--- src/rtl/fu_complete_arbiter.sv ---
// Completion-bus arbiter: one registered holding slot per functional unit,
// round-robin selection of a held result onto the shared CDB broadcast port.
module fu_complete_arbiter #(
  parameter int NUM_FU = 6,
  parameter int PKT_W  = 64,
  parameter int IDX_W  = $clog2(NUM_FU)
) (
  input  logic                    i_clk,
  input  logic                    i_rst_n,
  input  logic                    i_squash,
  input  logic [NUM_FU-1:0]       i_fu_valid,
  input  logic [NUM_FU*PKT_W-1:0] i_fu_packet,
  output logic [NUM_FU-1:0]       o_fu_ready,
  input  logic                    i_cdb_ready,
  output logic                    o_cdb_valid,
  output logic [PKT_W-1:0]        o_cdb_packet,
  output logic [IDX_W-1:0]        o_cdb_src,
  output logic                    o_all_full,
  output logic [IDX_W:0]          o_held_count
);

  localparam int unsigned N = NUM_FU;

  logic [NUM_FU-1:0] r_held;
  logic [PKT_W-1:0]  r_slot_pkt [NUM_FU];
  logic [IDX_W-1:0]  r_rr_ptr;

  logic              w_found;
  logic [IDX_W-1:0]  w_sel;
  logic [NUM_FU-1:0] w_grant;
  logic [IDX_W-1:0]  w_next_ptr;
  logic [IDX_W:0]    w_count;

  // First held slot scanning upward from r_rr_ptr, wrapping mod NUM_FU.
  always_comb begin
    int unsigned      v_idx;
    logic [IDX_W-1:0] v_i;
    w_found = 1'b0;
    w_sel   = '0;
    for (int unsigned k = 0; k < N; k++) begin
      v_idx = (32'(r_rr_ptr) + k) % N;
      v_i   = IDX_W'(v_idx);
      if (!w_found && r_held[v_i]) begin
        w_found = 1'b1;
        w_sel   = v_i;
      end
    end
  end

  always_comb begin
    o_cdb_valid  = w_found & ~i_squash;
    o_cdb_packet = o_cdb_valid ? r_slot_pkt[w_sel] : '0;
    o_cdb_src    = o_cdb_valid ? w_sel : '0;
    w_grant      = '0;
    if (o_cdb_valid && i_cdb_ready) w_grant[w_sel] = 1'b1;
    // A slot granted this cycle may be refilled at the same edge.
    o_fu_ready   = {NUM_FU{~i_squash}} & (~r_held | w_grant);
    if (w_sel == IDX_W'(N - 1)) w_next_ptr = '0;
    else                        w_next_ptr = w_sel + IDX_W'(1);
  end

  always_comb begin
    w_count = '0;
    for (int unsigned i = 0; i < N; i++) begin
      w_count = w_count + (IDX_W+1)'(r_held[i]);
    end
    o_held_count = w_count;
    o_all_full   = &r_held;
  end

  always_ff @(posedge i_clk or negedge i_rst_n) begin
    if (!i_rst_n) begin
      r_held   <= '0;
      r_rr_ptr <= '0;
      for (int unsigned i = 0; i < N; i++) r_slot_pkt[i] <= '0;
    end else if (i_squash) begin
      r_held <= '0;
    end else begin
      for (int unsigned i = 0; i < N; i++) begin
        if (w_grant[i]) r_held[i] <= 1'b0;
        if (i_fu_valid[i] && o_fu_ready[i]) begin
          r_held[i]     <= 1'b1;
          r_slot_pkt[i] <= i_fu_packet[i*PKT_W +: PKT_W];
        end
      end
      if (|w_grant) r_rr_ptr <= w_next_ptr;
    end
  end

endmodule

--- config.mk ---
export PLATFORM = sky130hd
export DESIGN_NAME = fu_complete_arbiter
export DESIGN_NICKNAME = d
export VERILOG_FILES = /design/src/rtl/fu_complete_arbiter.sv
export SDC_FILE = /design/constraint.sdc
export NUM_CORES = 1
export LEC_CHECK = 0
export CAP_MARGIN = 10
export CORE_MARGIN = 1.5
export CORE_UTILIZATION = 60
export DETAILED_ROUTE_END_ITERATION = 8
export DONT_BUFFER_PORTS = 1
export GPL_ROUTABILITY_DRIVEN = 0
export PLACE_DENSITY = 0.76
export SLEW_MARGIN = 25
export SYNTH_ARGS = -nofsm -noshare
export SYNTH_HDL_FRONTEND = slang
export SYNTH_SLANG_ARGS = --single-unit
export TNS_END_PERCENT = 50
--- constraint.sdc ---
create_clock -name i_clk -period 5.6 [get_ports i_clk]
set_input_delay 0.56 -clock i_clk [delete_from_list [all_inputs] [get_ports i_clk]]
set_output_delay 0.56 -clock i_clk [all_outputs]
set_load 0.005 [all_outputs]
==> reports/results.txt <==
status: complete, but fails checks
failing checks: negative hold slack, max-slew violations
post-synthesis sequential area ratio: 0.394
Detail Placement HPWL: 51100 um
Starting Density: 0.611
Routed Antenna Nets: 0
Post-synth ARST share: 1.00
Most used DFF post-synth: dfrtp_1
largest net degree at the start of global routing: 394
CTS tree: built
routed len/inst: 28.4 um
final wirelength: 83100 um
Tmin final: 5.52 ns
FMAX: 0.181 GHz
vias in the first global route: 21200
Post-route DRC: 0
clk_lat worst skew: 0.58 ns
final setup fails: 0
top-area cell type share of the netlist area: 0.394
number of synthesized flops with an enable pin: 0
initial antenna violation count: 8
Avg Inst Size Synth: 10.0 um^2
CTS clk-pin slew, worst paths: 0.06 ns
# rows: 74
Synth Instances: 2488
root buffer cell: clkbuf_16
top-count cell post-synth: dfrtp_1
final cell count without fillers: 2923
deepest clock path buffer count: 3
grt total ovfl: 0
DR pass1 iterations: 6
HP Class: in2async
crit start category: register
R2R setup slack: 0.70 ns
fin. max-slew vios: 152
NumNets Final: 2758
input/output buffers: 0
GRT Total Usage: 0.369
Final period util: 0.986
Worst slew margin: -0.213
first-pass GRT wire length: 126000 um
Die H: 207 um
RR Endpoint: r_slot_pkt[87]$_DFFE_PN0P_
maxcap violations: 0
measured slew at the worst slew-check pin: 1.82 ns
Reg-to-Reg Start: r_rr_ptr[1]$_DFFE_PN0P_
total core area: 40900 um^2
R2R depth: 15
layout cells sized above 1: 0.205
library cells used by synthesis: 85
cell taking the most area after synthesis: dfrtp_1
via/cell ratio: 7.45
CP Data Required Time: 5.04 ns
die area: 42900 um^2
Syn Nets: 2897
CP endpoint kind: primary output
Crit path arrival time: 4.96 ns
YS warnings: 0
Area Overhead vs Synth: 8.33%
initial detailed-routing violation count: 2707
number of CTS-inserted buffers: 44
placed insts: 2809
Crit Path Class: reg2out
top cells by instance count after synthesis: 393 x dfrtp_1, 204 x clkbuf_1, 200 x o21ai_0
Min Hold Slack: -0.305 ns
top post-synthesis cells by area: dfrtp_1 39%, a221oi_1 6.7%, mux2_2 6.7%
final hold vios: 203
Die X: 207 um
clock skew: 0.0144 ns
cell area after synthesis: 25000 um^2
FF+latch count, synth: 393
CTS sink cnt: 393
H-Tree Depth: 2
Fillers: 3086
# IOs: 473
CP max FO: 32
Vias: 21800
[worst max-delay path, stage by stage, from the launching register on]
cell and delay (ns):
dfrtp_2 0.43, inv_1 0.11, ha_2 0.27, a21oi_2 0.24
inv_1 0.12, ha_1 0.29, nand2b_1 0.15, o21ai_1 0.10
and3_1 0.21, or3_1 0.43, a21o_2 0.35, a211oi_4 0.25
buf_4 0.20, buf_4 0.14, buf_8 0.28, o21ai_0 0.21
a21o_1 0.22, a221oi_1 0.40
[stage by stage]
step	TNS (ns)	utilization	instance area [um^2]	setup slack [ns]
after global placement	0	0.612	25100	0.144
after CTS	-0.0218	0.655	26800	-0.0218
after global routing	-3.86	0.661	27100	-0.0977
after floorplan	0	-	25000	1.16
after detailed placement	-0.150	0.613	25100	-0.0347
final	0	0.661	27100	0.0759
[registers in the layout, summed over array words and instances (netlist names)]
signal and cells:
r_slot_pkt 384, r_held 6, r_rr_ptr 3
[placed cells by master (no fill, tap or decap), types with 5 or more instances in the layout]
| cell | instances |
|---|---|
| a21boi_0 | 64 |
| nand2_1 | 138 |
| a2111oi_1 | 6 |
| nor2_1 | 17 |
| clkbuf_8 | 12 |
| inv_1 | 17 |
| mux2_2 | 148 |
| and2_1 | 130 |
| diode_2 | 6 |
| a21o_1 | 65 |
| dfrtp_1 | 390 |
| mux2i_1 | 71 |
| a2111oi_2 | 5 |
| or4_1 | 128 |
| buf_12 | 14 |
| buf_4 | 66 |
| nor3b_1 | 72 |
| buf_6 | 6 |
| nor3_1 | 5 |
| ha_1 | 10 |
| and3_1 | 65 |
| o21ai_0 | 200 |
| a2111oi_0 | 55 |
| mux2_4 | 110 |
| a21oi_1 | 7 |
| clkbuf_16 | 46 |
| a221oi_1 | 189 |
| nand3_1 | 196 |
| clkinv_2 | 10 |
| nor2b_1 | 6 |
| clkbuf_1 | 11 |
[timing repair]
item / 4_1_cts / 5_1_grt
gates resized for setup: 21 / 33
cloned: 6 / 2
setup endpoints to repair: 66 / 69
hold endpoints to repair: 393 / 393
pin swaps: 4 / 3
setup buffers: 7 / 11
[metal layers]
| layer | GRT usage | share of wire |
|---|---|---|
| met2 | 0.576 | 0.46 |
| met5 | 0 | 0.00025 |
| met1 | 0.468 | 0.38 |
| met4 | 0.199 | 0.056 |
| met3 | 0.101 | 0.11 |
[how the worst max path moves through the flow]
| stage | startpoint | to | cells past startpoint | slack (ns) |
|---|---|---|---|---|
| finish | r_rr_ptr[1]$_DFFE_PN0P_ | o_cdb_packet[46] | 17 | 0.08 |
| global route | r_rr_ptr[1]$_DFFE_PN0P_ | o_cdb_packet[39] | 17 | -0.1 |
| CTS | r_rr_ptr[1]$_DFFE_PN0P_ | o_cdb_packet[44] | 13 | -0.02 |
| detailed placement | r_rr_ptr[1]$_DFFE_PN0P_ | o_cdb_packet[51] | 15 | -0.03 |
| global placement | r_rr_ptr[1]$_DFFE_PN0P_ | o_cdb_packet[39] | 17 | 0.14 |
| floorplan | r_rr_ptr[2]$_DFFE_PN0P_ | o_fu_ready[1] | 17 | 1.16 |
[cells by family (layout without fill, tap and decap cells)]
kind of cell | Yosys count | in the layout | synth area share
xor gates and xnor gates | 3 | 3 | 0.00135
and+or+nand+nor | 790 | 792 | 0.184
buffers and inverters | 302 | 195 | 0.0558
AOI/OAI and AO/OA | 651 | 653 | 0.193
adders and majority gates | 15 | 15 | 0.00841
other | 1 | 7 | 0.000150
DFF | 393 | 393 | 0.394
muxes | 333 | 333 | 0.164
[final cells by class]
| cell class | count | area, um^2 | area share |
|---|---|---|---|
| timing repair buffer | 94 | 1020 | 0.0377 |
| sequential | 393 | 9840 | 0.364 |
| clock buffer | 68 | 1330 | 0.0492 |
| tap | 532 | 666 | 0.0246 |
| antenna | 6 | 15.0 | 0.000555 |
| inverter | 19 | 72.6 | 0.00268 |
| multi-input combinational | 1797 | 14000 | 0.517 |
| clock inverter | 14 | 131 | 0.00485 |
Power is left out: the tool's default activity adds up to more than one toggle a clock period on the data nets, which glitch-free logic cannot reach.
